--- src/rtl/fetch_unit.sv ---
// fetch_unit -- instruction fetch stage of the single-cycle RV32I core.
//
// Holds the program counter, fetches one word per cycle from instruction
// memory and hands it, with its PC, to decode over a valid/ready handshake.
// A redirect loads a new PC and flushes the held instruction. A redirect
// target that is not word-aligned latches a sticky fault and stops fetching
// until reset.
//
// Ports:
//   clk, rst       clock; asynchronous active-high reset
//   imem_req       fetch request for imem_addr this cycle
//   imem_addr      word address being fetched (always pc)
//   imem_ack       imem_rdata valid for imem_addr this cycle
//   imem_rdata     instruction word from memory
//   instr          registered instruction for decode
//   instr_pc       PC of instr
//   instr_valid    instr/instr_pc hold an unconsumed instruction
//   instr_ready    decode consumes instr this cycle when instr_valid=1
//   redirect       load redirect_pc and flush the held instruction
//   redirect_pc    branch/jump target
//   misaligned     sticky fault: redirect target not word-aligned
//   instr_count    number of handovers (valid & ready), wraps mod 2^32
module fetch_unit #(
  parameter logic [31:0] RESET_PC = 32'h0000_0000
) (
  input  logic        clk,
  input  logic        rst,
  output logic        imem_req,
  output logic [31:0] imem_addr,
  input  logic        imem_ack,
  input  logic [31:0] imem_rdata,
  output logic [31:0] instr,
  output logic [31:0] instr_pc,
  output logic        instr_valid,
  input  logic        instr_ready,
  input  logic        redirect,
  input  logic [31:0] redirect_pc,
  output logic        misaligned,
  output logic [31:0] instr_count
);

  localparam logic [31:0] NOP = 32'h0000_0013;

  typedef enum logic [1:0] {
    FETCH = 2'd0,
    HOLD  = 2'd1,
    HALT  = 2'd2
  } state_t;

  state_t      state;
  logic [31:0] pc;

  // Sequential PC step; wraps naturally at the top of the address space.
  function automatic logic [31:0] pc_step(input logic [31:0] cur);
    return cur + 32'd4;
  endfunction

  function automatic logic word_aligned(input logic [31:0] addr);
    return (addr[1:0] == 2'b00);
  endfunction

  assign imem_addr = pc;

  // A request goes out whenever the holding register is empty or being
  // emptied this cycle. Redirect suppresses it so a stale ack can never be
  // captured. rst gates it because the reset state is FETCH.
  assign imem_req = !rst && !redirect &&
                    ((state == FETCH) || ((state == HOLD) && instr_ready));

  always_ff @(posedge clk or posedge rst) begin
    if (rst) begin
      state       <= FETCH;
      pc          <= RESET_PC;
      instr       <= NOP;
      instr_pc    <= RESET_PC;
      instr_valid <= 1'b0;
      misaligned  <= 1'b0;
      instr_count <= 32'd0;
    end else begin
      case (state)
        FETCH: begin
          if (redirect) begin
            instr_valid <= 1'b0;
            if (word_aligned(redirect_pc)) begin
              pc    <= redirect_pc;
              state <= FETCH;
            end else begin
              misaligned <= 1'b1;
              state      <= HALT;
            end
          end else if (imem_ack) begin
            instr       <= imem_rdata;
            instr_pc    <= pc;
            pc          <= pc_step(pc);
            instr_valid <= 1'b1;
            state       <= HOLD;
          end
        end

        HOLD: begin
          // The handover still counts when a redirect flushes in the
          // same cycle; the flush only affects what follows.
          if (instr_ready) begin
            instr_count <= instr_count + 32'd1;
          end
          if (redirect) begin
            instr_valid <= 1'b0;
            if (word_aligned(redirect_pc)) begin
              pc    <= redirect_pc;
              state <= FETCH;
            end else begin
              misaligned <= 1'b1;
              state      <= HALT;
            end
          end else if (instr_ready) begin
            if (imem_ack) begin
              instr    <= imem_rdata;
              instr_pc <= pc;
              pc       <= pc_step(pc);
              state    <= HOLD;
            end else begin
              instr_valid <= 1'b0;
              state       <= FETCH;
            end
          end
        end

        HALT: begin
          // Only reset leaves this state; redirects are ignored.
          instr_valid <= 1'b0;
          misaligned  <= 1'b1;
          state       <= HALT;
        end

        default: begin
          instr_valid <= 1'b0;
          state       <= FETCH;
        end
      endcase
    end
  end

endmodule
--- config.mk ---
export PLATFORM = sky130hd
export DESIGN_NAME = fetch_unit
export DESIGN_NICKNAME = d
export VERILOG_FILES = /design/src/rtl/fetch_unit.sv
export SDC_FILE = /design/constraint.sdc
export NUM_CORES = 1
export LEC_CHECK = 0
export ABC_AREA = 1
export CELL_PAD_IN_SITES_DETAIL_PLACEMENT = 1
export CELL_PAD_IN_SITES_GLOBAL_PLACEMENT = 1
export CORE_ASPECT_RATIO = 0.75
export CORE_UTILIZATION = 26
export CTS_BUF_LIST = sky130_fd_sc_hd__clkbuf_4
export DETAILED_ROUTE_END_ITERATION = 12
export GPL_TIMING_DRIVEN = 0
export PLACE_DENSITY_LB_ADDON = 0.1
export SLEW_MARGIN = 20
export SYNTH_ARGS = -nofsm -noshare
export SYNTH_HDL_FRONTEND = slang
export SYNTH_SLANG_ARGS = --single-unit
export TNS_END_PERCENT = 50
--- constraint.sdc ---
create_clock -name clk -period 5.1 [get_ports clk]
set_input_delay 0.765 -clock clk [delete_from_list [all_inputs] [get_ports clk]]
set_output_delay 0.765 -clock clk [all_outputs]
set_load 0.01 [all_outputs]
==> results of run 1 <==
## per-stage QoR
stage / hold WS, ns / setup slack (ns) / power, mW / cell area [sq um] / instances
3_5_place_dp: 0.4576 / 1.341 / 1.168 / 9062 / 1317
4_1_cts: 0.5005 / 1.320 / 1.866 / 9311 / 1349
5_1_grt: 0.5258 / 1.184 / 1.909 / 9314 / 1350
2_1_floorplan: 0.4631 / 0.4407 / 1.094 / 6623 / 780
3_3_place_gp: 0.4549 / -2.064 / 1.164 / 9027 / 1316
6_report: 0.4922 / 1.395 / 1.826 / 9314 / 1350
## registers in the layout, summed over array words and instances (netlist names)
name         count
instr           32
instr_valid      1
state            2
instr_count     32
instr_pc        32
misaligned       1
imem_addr       32
## worst max-delay path by stage
stage	to	slack [ns]	depth (start not counted)
after floorplan	imem_req	0.44	3
after global placement	imem_req	-2.06	5
after detailed placement	imem_req	1.34	6
after CTS	imem_req	1.32	6
after global routing	imem_req	1.18	6
final	imem_req	1.39	6
## routing by layer
metal | wire [microns] | part of all wire (%)
met5 | 0 | 0
met2 | 9379 | 41
met3 | 1665 | 7.2
met1 | 11890 | 51
met4 | 181 | 0.78
## kinds of logic after synthesis
logic type	Yosys count	synth area share, %
AOI/OAI and AO/OA	94	7.482
xor gates and xnor gates	28	3.703
adders and majority gates	2	0.3778
buffers and inverters	95	5.913
DFF	132	49.93
muxes	42	7.141
and+or+nand+nor	387	25.45
## cell type report
cell class | instances | area [sq um] | share of cell area (%)
sequential | 132 | 3307 | 35.51
multi-input combinational | 553 | 2924 | 31.39
timing repair buffer | 199 | 2009 | 21.57
tap | 338 | 422.9 | 4.541
inverter | 73 | 281.5 | 3.023
clock buffer | 18 | 135.1 | 1.451
buffer | 22 | 117.6 | 1.263
clock inverter | 14 | 113.9 | 1.222
antenna | 1 | 2.502 | 0.02687
## power groups by stage
stage               sequential (mW)  clock (mW)  combinational (mW)
floorplan                      1.07           0              0.0271
global placement               1.07           0              0.0976
detailed placement             1.07           0               0.101
CTS                            1.05       0.718               0.102
global route                   1.05       0.754               0.109
finish                         1.05       0.681              0.0988
## cell usage after synthesis
library cell / instances / area share [%]
inv_1: 70 / 4.0
o21ai_0: 45 / 3.4
or2_2: 2 / 0.19
nand3_4: 1 / 0.26
xor2_1: 22 / 2.9
nand2_2: 4 / 0.38
nand2_4: 2 / 0.34
nor3_1: 12 / 0.91
dfstp_2: 3 / 1.2
nand3_1: 43 / 3.2
nand3_2: 1 / 0.15
nor4_1: 1 / 0.095
nand2_1: 221 / 13
a21oi_1: 38 / 2.9
inv_2: 2 / 0.11
a31oi_1: 2 / 0.19
buf_6: 2 / 0.34
nand4_1: 1 / 0.095
mux2_2: 42 / 7.1
ha_1: 2 / 0.38
nor2_4: 9 / 1.5
nand3b_1: 4 / 0.45
clkbuf_1: 6 / 0.34
xnor2_1: 6 / 0.79
clkinv_1: 1 / 0.057
nor2_2: 1 / 0.095
and2_1: 3 / 0.28
o21ai_1: 1 / 0.075
dfrtp_1: 129 / 49
nor2_1: 81 / 4.6
buf_4: 1 / 0.11
buf_2: 13 / 0.98
nand3b_4: 1 / 0.30
a32o_1: 1 / 0.15
a22oi_1: 7 / 0.79
==> results summary, run 1 <==
At the worst endpoint, the arrival time is 2.94 ns. In this run the static leakage power is 4.214 nW. The tightest min-delay check is of the reg2reg type. The worst setup path is of the in2out kind.

In the layout the commonest cells are nand2_1, clkdlybuf4s50_1, dfrtp_1, nor2_1, inv_1. Compared with the post-synthesis result, the final layout area differs by 40.64%. The critical path goes through clkdlybuf4s50_1, inv_8, buf_16, nand2_1, nor2_1, clkdlybuf4s50_1. The maximum single-stage delay on the critical path is 0.60 ns.

The area of the mapped netlist came out at 6623 sq um. The wire length of the first global-routing pass came out at 35.63 mm. In this run the post-CTS setup repair buffer count came out at 0.

The row count is 50. The net switching power is 0.4851 mW. The number of antenna violations at the first check in global routing came out at 1. The count of nets after finishing came out at 1069. The total global routing overflow came out at 0. The met3 routing resource usage after global routing came out at 5.278%. The final count of hold timing violations is 0. The number of cells traversed by the worst register-to-register path is 9. The count of endpoints failing setup in the final report came out at 0.

The detailed router's first-iteration violation count came out at 283. The buffer cell driving the clock tree root is clkbuf_4. The worst hold path terminates at misaligned$_DFFE_PP0P_.

The startpoint of the most critical hold path is misaligned$_DFFE_PP0P_. The worst endpoint required time came out at 4.34 ns. The maximum clock frequency is 269.9 MHz. For this run, global-route usage on met1 was measured as 27.24%. The endpoint identified for the worst register-to-register timing path is imem_addr[24]$_DFFE_PP0P_. The final number of max-transition violations came out at 0. The die extent in y came out at 140.2 microns. Buffers inserted during clock tree synthesis total 17. Detailed placement ended at an HPWL of 17.60 mm. The remaining antenna violation count after routing came out at 0. The via count of the first global-routing pass came out at 6152.

The number of maximum-capacitance violations came out at 0. The final estimated routing congestion in global placement is 0.7944. The Yosys step of the flow raised 0 warnings. For the pin with the worst max-slew slack, the measured transition is 0.8566 ns. The kind of cell with the highest combined delay along the critical path is buffers and inverters. The layer flagged by global routing as most heavily used is met1. STA classifies the critical path endpoint as an output port.

Summing the sequential cell areas from Yosys gives 49.93% of the chip area. The residual DRC count came out at 0. The clock network is responsible for 37.3% of the overall power. For this design, the slowest cell found on the critical path is clkdlybuf4s50_1. The worst setup path is launched from an input pin. The ratio of routed vias to standard cells is 4.476.

The number of placed I/O pins came out at 200. Net switching is 26.57% of the power. The number of search-and-repair iterations in the first detailed-routing pass is 4.

The net count after synthesis came out at 851. The clock-pin slew reported for the worst setup and hold paths after clock tree synthesis came out at 0.13 ns. The run finished with clean final reports.

The number of buffers added on ports is 198. The quantity of hold-fixing buffers added after cts came out at 0. Summing over every cut layer, the via total after detailed routing is 6043. Counting stages on the worst path, the most repeated cell is clkdlybuf4s50_1. The critical path contains buffers and inverters numbering 4 combined.

Wires add up to 23.12 mm. The source-to-sink clock delay at the later pin of the worst-skew pair came out at 0.58 ns. After layout, the worst path uses 72.65% of the clock period. The fraction of the core area covered by cells at the end of the flow came out at 37.31%. The clock tree synthesis step divided the H-tree into 4 levels.

In the global route stage, overall resource usage came out at 18.23%. The sink count of the clock tree is 132. The post-synthesis instance total came out at 780.

The total power divided by cell area came out at 196.0 nW/um^2. Internal power comes to 1.341 mW. The worst IR drop on VDD came out at 0.09910 mV. In this run the tightest slew margin relative to its limit is 42.90%. The minimum period implied by the final worst setup slack came out at 3.705 ns. The global routing met2 resource utilization came out at 25.31%. The number of buffers on the longest clock path is 2. The die covers 26120 sq um.

Cells with a size suffix above 1 make up 11.47% of the layout. The worst register-to-register path begins at imem_addr[3]$_DFFE_PP0P_. The pin count of the biggest net entering global routing is 77. Dividing the detail-routed wire length by the instance count gives 17.12 microns. The critical path starts at rst. The flip-flop and latch count after synthesis came out at 132.

The number of distinct library cell variants in the gate-level netlist after synthesis came out at 35. A synthesized cell averages 8.491 sq um. Along the worst path, the maximum fanout reaches 76.

The core region is 24960 sq um. The accumulated negative setup slack came out at 0 ns. The number of gates resized after cts came out at 0. Setup repair after global routing left no endpoint under its margin. The starting density of the core is 26.53%. Fill cells in the final layout number 2930. The depth of the worst hold-timing path is 1. The worst setup slack for register-to-register paths is 3.18 ns.

The sequential power share came out at 57.3%. TritonCTS built the clock tree. The combinational share of power came out at 5.4%.

The clock arrives with 0.02662 ns of skew. The width of the chip came out at 186.3 microns. Leaving out fill and tap cells, the most frequent cell in the layout is nand2_1.
Power figures use the tool's default switching activity.
==> inputs of run 2 (changes only) <==
==> constraint.sdc (replaced) <==
create_clock -name clk -period 3 [get_ports clk]
set_input_delay 0.45 -clock clk [delete_from_list [all_inputs] [get_ports clk]]
set_output_delay 0.45 -clock clk [all_outputs]
set_load 0.01 [all_outputs]
==> results summary, run 2 (synthesis gave the netlist of run 1 again) <==
The detailed router's first-iteration violation count came to 310 (was 283). The row count came to 50 (unchanged). The CTS tree is yes (unchanged).

The data arrival time of the worst path came to 2.16 ns (was 2.94 ns). The worst IR drop on VDD came to 0.2264 mV (was 0.09910 mV). The worst-path cell with the longest stage delay is clkdlybuf4s50_1 (unchanged). The wire length per cell after detailed routing came out at 17.30 microns (was 17.12 microns). The clock-pin slew reported for the worst setup and hold paths after clock tree synthesis is 0.14 ns (was 0.13 ns). The total track usage is 18.89% (was 18.23%).

The pin count of the biggest net entering global routing is 25 (was 77). The starting density of the core is 26.53% (unchanged). The die extent in y came out at 140.2 microns (unchanged).

The path category of the worst min-delay check is in2async (was reg2reg). The pin slew with the least headroom to its limit is 0.8312 ns (was 0.8566 ns). The count of vias placed by the detailed router came out at 6046 (was 6043). The estimated wirelength of the detail-placed design came out at 18.11 mm (was 17.60 mm). The area of the core region came out at 24960 sq um (unchanged). The critical setup path kind is in2out (unchanged). The total global routing overflow came out at 0 (unchanged). The total power divided by cell area came out at 346.4 nW/um^2 (was 196.0 nW/um^2). The number of placed I/O pins is 200 (unchanged). The type of element launching the critical path is an input pin (unchanged). The remaining antenna violation count after routing came out at 0 (unchanged).

The final number of max-transition violations is 0 (unchanged). The buffers plus inverters on the worst setup path is 5 (was 4). The number of antenna violations at the first check in global routing came out at 2 (was 1).

The total detailed-routing wirelength came out at 23.46 mm (was 23.12 mm). The fraction of layout cells with a size suffix above 1 came out at 11.91% (was 11.47%). The number of CTS-inserted buffers is 17 (unchanged). The final count of hold timing violations came out at 0 (unchanged). The number of buffers added on ports was 198 (unchanged).

The ratio of routed vias to standard cells came out at 4.459 (was 4.476). The final critical-path setup slack is 0.3861 ns (was 1.395 ns). The via count of the first global-routing pass was 6217 (was 6152). The gate family responsible for the most delay along the worst path is buffers and inverters (unchanged). The category of the worst setup path capture point was an output port (unchanged). The width of the chip came out at 186.3 microns (unchanged). Setup repair after global routing missed its margin: false (unchanged).

The buffer cell driving the clock tree root was clkbuf_4 (unchanged). The wire length of the first global-routing pass came out at 36.78 mm (was 35.63 mm). The number of buffers on the longest clock path came out at 2 (unchanged).

The count of endpoints failing setup in the final report is 0 (unchanged). The total leakage power is 4.279 nW (was 4.214 nW). The quantity of hold-fixing buffers added after cts came to 0 (unchanged). The count of H-tree levels built during CTS was 4 (unchanged). The largest driver fanout on the critical path came out at 17 (was 76).

The worst-case headroom to the max-slew limit is 44.58% (was 42.90%). The count of nets after finishing is 1075 (was 1069). The layout-stage area growth over the synthesis result is 42.85% (was 40.64%). The pre-CTS worst setup slack was 0.06480 ns (was 1.341 ns).

Status: finished clean (unchanged). The accumulated negative setup slack was 0 ns (unchanged). The residual DRC count is 0 (unchanged). The source-to-sink clock delay at the later pin of the worst-skew pair is 0.59 ns (was 0.58 ns).

The number of search-and-repair iterations in the first detailed-routing pass came out at 4 (unchanged). The maximum clock frequency came out at 382.6 MHz. The final estimated routing congestion in global placement is 0.8237 (was 0.7944). The minimum period implied by the final worst setup slack came out at 2.614 ns.

The final cycle utilization of the critical path came out at 87.13%. The maximum single-stage delay on the critical path is 0.57 ns (was 0.60 ns). The number of maximum-capacitance violations was 0 (unchanged). The worst endpoint required time is 2.55 ns (was 4.34 ns). The setup skew after layout came out at 0.02584 ns (was 0.02662 ns). The area of the die came out at 26120 sq um (unchanged). Cells traversed along the worst timing path: clkdlybuf4s50_1, clkinvlp_4, buf_16, buf_16, nand2_1, nor2_1, clkdlybuf4s50_1 (was clkdlybuf4s50_1, inv_8, buf_16, nand2_1, nor2_1, clkdlybuf4s50_1).

The most common cell after layout, fill and taps aside is nand2_1 (unchanged). The sink count of the clock tree was 132 (unchanged). Commonest cells after routing, fill and taps aside: nand2_1, clkdlybuf4s50_1, dfrtp_1, nor2_1, inv_1 (unchanged).
run 2: cell count changes in the layout (fill, tap and decap cells not counted):
| cell | change |
|---|---|
| inv_8 | -1 |
| clkinvlp_4 | +1 |
| buf_12 | +4 |
| bufinv_16 | +2 |
| clkbuf_4 | +1 |
| buf_16 | +1 |
| buf_4 | +1 |
| clkinv_4 | -3 |
| inv_6 | -1 |
| diode_2 | +1 |
run 2: stage by stage:
stage               cell area, sq um  total power, mW  cells  util (%)  hold WS, ns
finish                          9460            3.277   1356     37.90       0.2300
CTS                             9448            3.334   1353     37.85       0.1575
detailed placement              9166            2.003   1322     36.72       0.4579
floorplan                       6626            1.860    780         -       0.4631
global route                    9460            3.422   1356     37.90       0.1931
global placement                9031            1.982   1316     36.18       0.4497
run 2: cell type report:
type / instances / area [sq um]
Clock inverter: 12 / 138.9
Clock buffer: 19 / 142.6
Sequential cell: 132 / 3307
Tap cell: 338 / 422.9
Buffer: 22 / 117.6
Inverter: 73 / 277.8
Timing Repair Buffer: 205 / 2125
Antenna cell: 2 / 5.005
Fill cell: 2985 / 15500
Multi-Input combinational cell: 553 / 2924
run 2: what timing repair did:
item                                    4_1_cts  5_1_grt
gates resized for setup                       0        0
endpoints found under the setup margin        0        1
hold endpoints to repair                      0        0
buffers inserted                              0        1
run 2: worst paths after layout:
| check | cells after the start | from | slack [ns] | endpoint |
|---|---|---|---|---|
| setup / recovery | 7 | rst | 0.39 | imem_req |
| hold / removal | 3 | rst | 0.23 | instr_count[17]$_DFFE_PP0P_ |
| setup reg to reg | 9 | imem_addr[3]$_DFFE_PP0P_ | 1.08 | imem_addr[24]$_DFFE_PP0P_ |
| hold reg to reg | 1 | misaligned$_DFFE_PP0P_ | 0.49 | misaligned$_DFFE_PP0P_ |
| max in group asynchronous | 5 | rst | 2.10 | imem_addr[29]$_DFFE_PP0P_ |
| min in group clk | 4 | redirect | 0.27 | imem_addr[14]$_DFFE_PP0P_ |
run 2: layer usage:
layer | track usage, % | up-vias | share of wire [%]
li1 | - | 2950 | -
met4 | 4.918 | 2 | 1.1
met5 | 0 | - | 0.055
met1 | 28.88 | 2920 | 53
met3 | 5.226 | 18 | 6.4
met2 | 25.53 | 156 | 39
run 2: report_power, final:
| part | internal [mW] | switching (mW) | total [mW] |
|---|---|---|---|
| registers | 1.78 | 0 | 1.78 |
| logic | 0.102 | 0.0842 | 0.186 |
| clock network | 0.579 | 0.733 | 1.31 |
run 2: tightest hold or removal path, stage by stage:
cell and delay (ns):
clkdlybuf4s50_1 0.44, clkinvlp_4 0.12, buf_16 0.17
